==> config.mk <==
export PLATFORM = sky130hd
export DESIGN_NAME = inv_mix_columns_seq
export DESIGN_NICKNAME = d
export VERILOG_FILES = /design/src/rtl/aes_pkg.sv /design/src/rtl/mix_column_word.sv /design/src/rtl/inv_mix_columns_seq.sv
export SDC_FILE = /design/constraint.sdc
export NUM_CORES = 1
export LEC_CHECK = 0
export ABC_CLOCK_PERIOD_IN_PS = 9000
export CAP_MARGIN = 20
export CORE_ASPECT_RATIO = 1.75
export CORE_MARGIN = 3
export CORE_UTILIZATION = 40
export CTS_BUF_LIST = sky130_fd_sc_hd__clkbuf_4
export DETAILED_ROUTE_END_ITERATION = 10
export GPL_ROUTABILITY_DRIVEN = 1
export PLACE_DENSITY = 0.64
export SETUP_SLACK_MARGIN = 0.3
export SYNTH_ARGS = -nofsm -noshare
export SYNTH_HDL_FRONTEND = slang
export SYNTH_SLANG_ARGS = --single-unit
==> constraint.sdc <==
create_clock -name clk -period 9 [get_ports clk]
set_input_delay 0.9 -clock clk [delete_from_list [all_inputs] [get_ports clk]]
set_output_delay 0.9 -clock clk [all_outputs]
set_load 0.01 [all_outputs]
==> src/rtl/aes_pkg.sv <==
// Shared AES datapath types, widths and GF(2^8) helpers.
// Used by the sequential (Inv)MixColumns engine and its column datapath.
package aes_pkg;

  localparam int AES_STATE_W = 128;
  localparam int AES_COL_W   = 32;
  localparam logic [7:0] AES_GF_RED = 8'h1b;

  typedef enum logic [1:0] {
    IDLE    = 2'd0,
    COMPUTE = 2'd1,
    DONE    = 2'd2
  } imc_state_e;

  // Multiply by x in GF(2^8) mod x^8+x^4+x^3+x+1.
  function automatic logic [7:0] xtime(input logic [7:0] b);
    return {b[6:0], 1'b0} ^ (b[7] ? AES_GF_RED : 8'h00);
  endfunction

endpackage

==> src/rtl/mix_column_word.sv <==
// One AES column through MixColumns or InvMixColumns.
// Coefficients come from x2/x4/x8 xtime chains combined with XOR.
module mix_column_word
  import aes_pkg::*;
(
  input  logic [AES_COL_W-1:0] col_i,
  input  logic                 inv_i,
  output logic [AES_COL_W-1:0] col_o
);

  logic [7:0] s  [4];
  logic [7:0] x2 [4];
  logic [7:0] x4 [4];
  logic [7:0] x8 [4];
  logic [7:0] m9 [4];
  logic [7:0] mb [4];
  logic [7:0] md [4];
  logic [7:0] me [4];
  logic [7:0] fw [4];
  logic [7:0] iv [4];

  for (genvar r = 0; r < 4; r++) begin : g_mul
    assign s[r]  = col_i[31-8*r -: 8];
    assign x2[r] = xtime(s[r]);
    assign x4[r] = xtime(x2[r]);
    assign x8[r] = xtime(x4[r]);
    assign m9[r] = x8[r] ^ s[r];
    assign mb[r] = x8[r] ^ x2[r] ^ s[r];
    assign md[r] = x8[r] ^ x4[r] ^ s[r];
    assign me[r] = x8[r] ^ x4[r] ^ x2[r];
  end

  for (genvar r = 0; r < 4; r++) begin : g_row
    // Row r sees its own byte first, then the next three cyclically.
    assign fw[r] = x2[r]
                 ^ x2[(r+1)%4] ^ s[(r+1)%4]
                 ^ s[(r+2)%4]
                 ^ s[(r+3)%4];
    assign iv[r] = me[r]
                 ^ mb[(r+1)%4]
                 ^ md[(r+2)%4]
                 ^ m9[(r+3)%4];
    assign col_o[31-8*r -: 8] = inv_i ? iv[r] : fw[r];
  end

endmodule

==> src/rtl/inv_mix_columns_seq.sv <==
// Sequential (Inv)MixColumns: one column per cycle, one shared column unit.
// Accept, four compute cycles, then hold the result until it is taken.
module inv_mix_columns_seq
  import aes_pkg::*;
(
  input  logic                   clk,
  input  logic                   rst,
  input  logic                   in_valid,
  output logic                   in_ready,
  input  logic [AES_STATE_W-1:0] state_in,
  input  logic                   inverse,
  output logic                   out_valid,
  input  logic                   out_ready,
  output logic [AES_STATE_W-1:0] state_out
);

  imc_state_e             state_q, state_d;
  logic [1:0]             col_q, col_d;
  logic [AES_STATE_W-1:0] data_q, data_d;
  logic [AES_STATE_W-1:0] res_q, res_d;
  logic                   inv_q, inv_d;

  logic [6:0]             msb;
  logic [AES_COL_W-1:0]   col_in;
  logic [AES_COL_W-1:0]   col_out;

  // Column c occupies bits [127-32c -: 32]; 127-32c == {~c, 5'h1f}.
  assign msb    = {~col_q, 5'h1f};
  assign col_in = data_q[msb -: AES_COL_W];

  mix_column_word u_col (
    .col_i (col_in),
    .inv_i (inv_q),
    .col_o (col_out)
  );

  // Next-state, datapath updates and handshake outputs.
  always_comb begin
    state_d   = state_q;
    col_d     = col_q;
    data_d    = data_q;
    res_d     = res_q;
    inv_d     = inv_q;
    in_ready  = 1'b0;
    out_valid = 1'b0;
    unique case (state_q)
      IDLE: begin
        in_ready = 1'b1;
        if (in_valid) begin
          data_d  = state_in;
          inv_d   = inverse;
          col_d   = 2'd0;
          state_d = COMPUTE;
        end
      end
      COMPUTE: begin
        res_d[msb -: AES_COL_W] = col_out;
        col_d = col_q + 2'd1;
        if (col_q == 2'd3) state_d = DONE;
      end
      DONE: begin
        out_valid = 1'b1;
        if (out_ready) state_d = IDLE;
      end
      default: state_d = IDLE;
    endcase
  end

  assign state_out = out_valid ? res_q : '0;

  // State and datapath registers, cleared by the async reset.
  always_ff @(posedge clk or posedge rst) begin
    if (rst) begin
      state_q <= IDLE;
      col_q   <= 2'd0;
      data_q  <= '0;
      res_q   <= '0;
      inv_q   <= 1'b0;
    end else begin
      state_q <= state_d;
      col_q   <= col_d;
      data_q  <= data_d;
      res_q   <= res_d;
      inv_q   <= inv_d;
    end
  end

endmodule

==> results of run 1 <==
[state kept, by name, indices dropped and copies added (netlist names)]
| register | count |
|---|---|
| state_q | 2 |
| data_q | 128 |
| res_q | 128 |
| inv_q | 1 |
| col_q | 2 |
[worst max path at each step]
stage,endpoint,slack (ns),depth (start not counted)
detailed placement,res_q[108],4.56,8
global placement,res_q[44],4.57,8
finish,res_q[44],4.46,8
global route,res_q[44],4.30,8
floorplan,col_q[0],0.92,1
CTS,res_q[44],4.45,8
[worst max-delay path: stages (launching register included)]
cell and delay (ns):
dfrtp_2 0.34, buf_4 0.56, mux4_1 0.94, xnor2_1 0.56, xnor3_1 0.55, xnor3_1 0.50, nand2_1 0.13, xnor2_1 0.57
o21ai_0 0.21
[cell usage in the layout (no fill, tap or decap), types with 5 or more instances in the layout]
| cell type | count |
|---|---|
| mux2i_1 | 8 |
| clkbuf_4 | 74 |
| xnor2_1 | 103 |
| clkinv_2 | 5 |
| buf_4 | 13 |
| nand4_1 | 8 |
| xnor2_2 | 5 |
| nand2_1 | 115 |
| xnor2_4 | 5 |
| clkinv_1 | 16 |
| o21ai_0 | 83 |
| xor2_1 | 46 |
| mux2_2 | 129 |
| xor3_1 | 5 |
| nor2_1 | 13 |
| mux4_2 | 20 |
| a22o_1 | 29 |
| clkdlybuf4s50_1 | 262 |
| a21oi_1 | 9 |
| and2_1 | 128 |
| mux4_1 | 12 |
| xnor3_1 | 33 |
| dfrtp_1 | 259 |
| o21ai_1 | 11 |
[through the flow]
| stage | instances | utilization | hold slack, ns | cell area (sq um) |
|---|---|---|---|---|
| 2_1_floorplan | 1141 | - | 0.4418 | 14100 |
| 3_3_place_gp | 1798 | 0.4916 | 0.4528 | 17050 |
| 3_5_place_dp | 1800 | 0.4924 | 0.4629 | 17080 |
| 4_1_cts | 1898 | 0.5135 | 0.4772 | 17810 |
| 5_1_grt | 1901 | 0.5137 | 0.4894 | 17820 |
| 6_report | 1901 | 0.5137 | 0.4691 | 17820 |
[cell families (layout without fill, tap and decap cells)]
logic type                 after synthesis  count (layout)
adders and majority gates                4               4
other                                    0               3
muxes                                  170             170
xor gates and xnor gates               203             203
AOI/OAI and AO/OA                      142             142
buffers and inverters                   83             380
and+or+nand+nor                        278             278
DFF                                    261             261
[area by class of cell]
class,instances,area share
tap,460,0.03230
clock inverter,24,0.009831
sequential,261,0.3667
multi-input combinational,797,0.4037
timing repair buffer,277,0.1544
inverter,5,0.001475
antenna,3,0.0004213
clock buffer,74,0.03118
[metal layers]
layer,part of all wire,track usage,vias up
met5,0,0,-
met4,0.040,0.09115,0
met3,0.046,0.03751,76
met2,0.56,0.4008,318
met1,0.36,0.2289,4779
li1,-,-,4459
==> impl_summary.md, run 1 <==
Finish
The number of nets in the finished design is 1539. From synthesis to final layout, the design area changed by 26.34%. The multi-input combinational cell area is 0.007193 sq mm. The register area is 0.006534 sq mm. The number of filler cells placed in the layout is 3192. The share of layout cells above drive strength 1 is 0.1947.

STA
The maximum frequency from static timing analysis is 220.3 MHz. Setup violations remaining at the end of the flow were counted as 0. The total count of max-transition violations in the final report is 0. The clock tree skew after final layout is 0.03001 ns. The final worst-path cycle share is 0.5045. In this run the tightest slew margin relative to its limit is 0.2844. Setup repair after global routing left no endpoint under its margin. At the pin with the least slew margin, the transition time is 1.068 ns. The worst-case setup margin in the final layout is 4.460 ns.

The final sum of negative setup slack is 0 ns. The hold violation total from the final report came to 0. The minimum clock period is 4.540 ns.

Die
Row generation in the floorplan step produced 90 rows. The I/O pin count is 263. Measured along the y axis, the die boundary spans 254.4 um. The area inside the core boundary is 0.03468 sq mm.

The full die area is 0.03763 sq mm. The die width is 147.9 um. The initial utilization of the core area, before any placement, comes to 0.4066.

Clocking
The clock passes through at most 3 buffers. The H-tree depth is 2. The clock tree root driver cell is clkbuf_4. The cts-stage hold buffer count is 0. Clock tree synthesis found a total of 261 sinks.

Clock-pin slew was measured on the worst setup and hold paths at 0.07 ns. The insertion delay of the later-clocked pin in the worst-skew pair is 0.72 ns. TritonCTS built the clock tree. After clock tree synthesis, the repair step resized 0 gates. TritonCTS created 60 clock buffers.

In this run the post-CTS setup repair buffer count came out at 0.

Worst setup path
The kind of end point of the critical path is a flip-flop. The start of the worst register-to-register path is col_q[0]. In this run the register-to-register setup slack is 4.46 ns. The depth of the most critical reg-to-reg path is 8. The type of the setup path with the least slack is flip-flop to flip-flop. The endpoint identified for the worst register-to-register timing path is res_q[44]. The data required time of the worst path is 9.56 ns. Data arrives at the worst endpoint at 5.10 ns. STA classifies the critical path startpoint as a flip-flop. Tracing the worst setup path back leads to its startpoint at col_q[0]. Of all nets on the critical path, the largest fanout is 39.

GRT
Across every metal layer, demand over resource in global routing totals 0.2112. For this run the aggregate overflow at the end of global routing stands at 0. The wire length of the first global-routing pass is 60490 um. The maximum number of pins on one net before global-route repair is 131. The number of antenna violations at the first check in global routing came to 3. The via count of the first global-routing pass came to 10137.

Synth
In the synthesized netlist the async set-or-reset flop fraction comes to 1.000. Yosys instantiated no cell more often than dfrtp_1. The synthesized-area fraction occupied by ao, oa, aoi and oai cells is 0.06211. The library cell with the largest summed area after synthesis is dfrtp_1.

The adder and majority cell fraction of the synthesized area is 0.003549. Of the total synthesized cell area, the portion taken by AND, OR, NAND and NOR gates is 0.1004. The synthesized cell area is 0.01410 sq mm. Of the total synthesized cell area, the portion taken by XOR and XNOR cells is 0.1778. The yosys synthesis warning count is 0. By area the synthesized netlist is led by dfrtp_1, mux2_2, xnor2_1, and2_1, xnor3_1. The average instance in the mapped netlist occupies 12.36 sq um. When the netlist entered floorplanning its net count stood at 1278. After synthesis the netlist holds a flip-flop and latch count of 261. In this run, distinct cell masters in the synthesized netlist total 42. Among all flip-flop cells after synthesis, the most frequent one is dfrtp_1. The share of the synthesized area in the top cell type is 0.4631. The number of enable flip-flop cells after synthesis is 0.

The mux contribution to synthesized area is 0.1640. After technology mapping, the gate count stands at 1141. The main combinational cell family by area after synthesis is XOR/XNOR gates.

The share of synthesized area occupied by flip-flops and latches is 0.4631. After synthesis, the most frequently instantiated cells are dfrtp_1, and2_1, mux2_2.

Drt
The sum of routed wire length over all layers is 40000 um. The count of nets left with antenna violations once routing finished came out at 0. The number of DRC markers after the initial detailed-route iteration is 543. The pre-antenna-repair detailed-routing pass consisted of 5 iterations. Summing over every cut layer, the via total after detailed routing is 9632. In the routed design, unresolved DRC markers number 0. Dividing the detail-routed via count by the number of cells gives 5.067. The per-cell routed wire length is 21.04 um.

Hold path
The worst hold path passes through 2 cells. In this run the worst hold path is classified as flip-flop to flip-flop. The hold path startpoint is res_q[111].

The worst hold path terminates at res_q[111].

Placement
Summed over all nets, the half-perimeter wirelength after detailed placement is 29810 um. At the end of routability-driven placement, the weighted congestion stood at 0.8958. The count of buffers added on input and output ports is 262.

The post-placement worst setup slack is 4.556 ns.

Run
Across the run, the number of max-cap violations was 0.

Outcome
The run finished with clean final reports.
Power of run 1 is left out: the tool's default activity adds up to more than one toggle a clock period on the data nets, which glitch-free logic cannot reach.
==> inputs of run 2 (changes only) <==
Settings changed: ABC_CLOCK_PERIOD_IN_PS 9000 to 4550.
Clock period 9 ns to 4.55 ns, I/O delays scaled along.
==> run 2 against run 1 <==
Net effect: global-route usage rose by 0.75 points; register-to-register slack got worse by 3.8 ns; cell count rose by 2.3%; non-clock buffer count rose by 31; clock-buffer cell count rose by 19; maximum frequency rose by 16%; sequential cell count did not move; critical path depth fell by 1; routed wire length rose by 3.3%; via count rose by 1.5%; utilization rose by 0.99 points; final area rose by 1.9%; largest cell class unchanged.
==> impl_summary.md, run 2 (same netlist as run 1, synthesis figures left out) <==
Placement
The total half-perimeter wirelength after legalization and detailed placement is 31440 um. The global placement routability congestion is 0.8741. The number of port buffers is 262.

Finish
From synthesis to final layout, the design area changed by 28.78%. In the final layout, the registers with the most flip-flops are data_q (128), res_q (128). Leaving out fill and tap cells, the most frequent cells in the layout are clkdlybuf4s50_1, dfrtp_1, mux2_2. The number of nets in the finished design is 1570. Counting the fill cells in the layout gives 3182.

Leaving out fill and tap cells, the most frequent cell in the layout is clkdlybuf4s50_1. Of the cells placed in the final design, the portion with a size suffix greater than 1 is 0.2178.

STA
The clock tree skew after final layout is 0.02994 ns. The hold violation total from the final report is 0. Setup repair after global routing left no endpoint under its margin.

The worst max-slew margin expressed relative to the limit is 0.4856. Timing would allow up to 255.6 MHz. In the final timing run, aggregate negative setup slack is 0 ns. Setup violations remaining at the end of the flow were counted as 0.

Dividing the final minimum period by the clock period gives 0.8599. The measured slew at the worst slew-check pin is 0.7661 ns. The routed design could run at a clock period as short as 3.913 ns. The total count of max-transition violations in the final report was 0.

Clocking
The cts-stage hold buffer count is 0. The clock tree root driver cell is clkbuf_4. TritonCTS built the clock tree. The post-CTS setup-driven buffer insertion count is 0. The clock drives 261 sinks. The clock-pin slew reported for the worst setup and hold paths after clock tree synthesis is 0.07 ns.

The count of instances resized after the clock tree is built is 0. The maximum clock insertion buffer count is 3. The number of clock buffers added by TritonCTS is 60. At the later pin of the worst-skew pair, clock insertion delay measures 0.73 ns.

In this run the number of H-tree levels came out at 2.

Drt
The sum of routed wire length over all layers is 41340 um. The DRC violation count after routing is 0. The pre-antenna-repair detailed-routing pass consisted of 5 iterations. The detailed router finished its first iteration with 563 violations. The number of nets with antenna violations after routing is 0. After detailed routing, the average wire length per cell comes to 21.26 um.

Detailed routing inserted a total of 9778 vias. The per-cell via count in the routed design is 5.030.

Worst setup path
The worst setup path is captured at a flip-flop. The register-to-register setup slack is 0.64 ns. The setup path with the least slack is of type flip-flop to flip-flop.

The arrival time of the worst setup path is 4.49 ns. The start of the worst register-to-register path is col_q[0]. The slowest cell on the critical path is mux4_1.

The delay of the slowest critical-path stage is 0.94 ns. The worst setup path is launched from a flip-flop. The critical path goes through mux4_1 > xor2_1 > xor3_1 > xnor2_1 > nand2_1 > xnor2_1 > o21ai_0.

For the worst flop-to-flop path, the logic depth is 7. The most repeated library cell on the critical path is xnor2_1. Data on the critical path is required at its endpoint by 5.13 ns.

In this run the critical register-to-register path is captured at res_q[102]. Of all nets on the critical path, the largest fanout is 13.

Run
Max-cap violations in this run came to 0.

GRT
The maximum number of pins on one net before global-route repair is 102. The number of antenna violations at the first check in global routing is 1. The via count of the first global-routing pass is 10433. The overall routing resource usage is 0.2186. The total grt overflow is 0. The first global-routing pass estimated 63040 um of wire.

Die
The die width is 147.9 um. The starting density of the core is 0.4066. The full die area is 0.03763 sq mm. During I/O placement, the number of pins put on the boundary was 263. After floorplanning, the core was divided into 90 placement rows. The die is 254.4 um tall. The core region is 0.03468 sq mm.

Hold path
The worst hold-check path type is input pin to asynchronous set/reset pin.

Outcome
The flow ran to the end, and the final reports show no timing, DRC or antenna violations.
-- run 2: metrics by stage --
| stage | hold WS [ns] | util | cells | setup WS, ns | area, sq um |
|---|---|---|---|---|---|
| global route | 0.2032 | 0.5236 | 1944 | 0.4801 | 18160 |
| detailed placement | 0.4630 | 0.4997 | 1831 | 0.6270 | 17330 |
| global placement | 0.4558 | 0.4989 | 1830 | 0.6008 | 17300 |
| floorplan | 0.4418 | - | 1141 | 0.6534 | 14110 |
| finish | 0.2064 | 0.5236 | 1944 | 0.6375 | 18160 |
| CTS | 0.1643 | 0.5236 | 1943 | 0.6133 | 18160 |
-- run 2: metal layers --
layer | wire [um] | vias to the layer above | track usage
met2 | 23680 | 290 | 0.4300
met5 | 0 | - | 0
li1 | - | 4527 | -
met4 | 1056 | 0 | 0.06922
met3 | 1666 | 57 | 0.03182
met1 | 14940 | 4904 | 0.2393
-- run 2: worst max path at each step --
stage	startpoint	to	slack, ns	cells after the start
after floorplan	rst	col_q[0]	0.65	1
after global placement	col_q[0]	res_q[102]	0.60	7
after detailed placement	col_q[0]	res_q[102]	0.63	7
after CTS	col_q[0]	res_q[102]	0.61	7
after global routing	col_q[0]	res_q[38]	0.48	7
final	col_q[0]	res_q[102]	0.64	7
-- run 2: cell type report --
type | count | area (sq um) | area share
tap | 460 | 575.6 | 0.03169
clock buffer | 93 | 698.2 | 0.03844
clock inverter | 19 | 130.1 | 0.007165
antenna | 1 | 2.502 | 0.0001378
inverter | 5 | 22.52 | 0.001240
timing repair buffer | 308 | 3025 | 0.1666
multi-input combinational | 797 | 7173 | 0.3950
sequential | 261 | 6534 | 0.3598
-- run 2: critical path: cells and delay by family (launching register included) --
family	cells	cell delay, ns
DFF	1	0.61
muxes	1	0.94
xor gates and xnor gates	4	1.96
and+or+nand+nor	1	0.08
AOI/OAI and AO/OA	1	0.18
Power of run 2 is left out for the same reason.
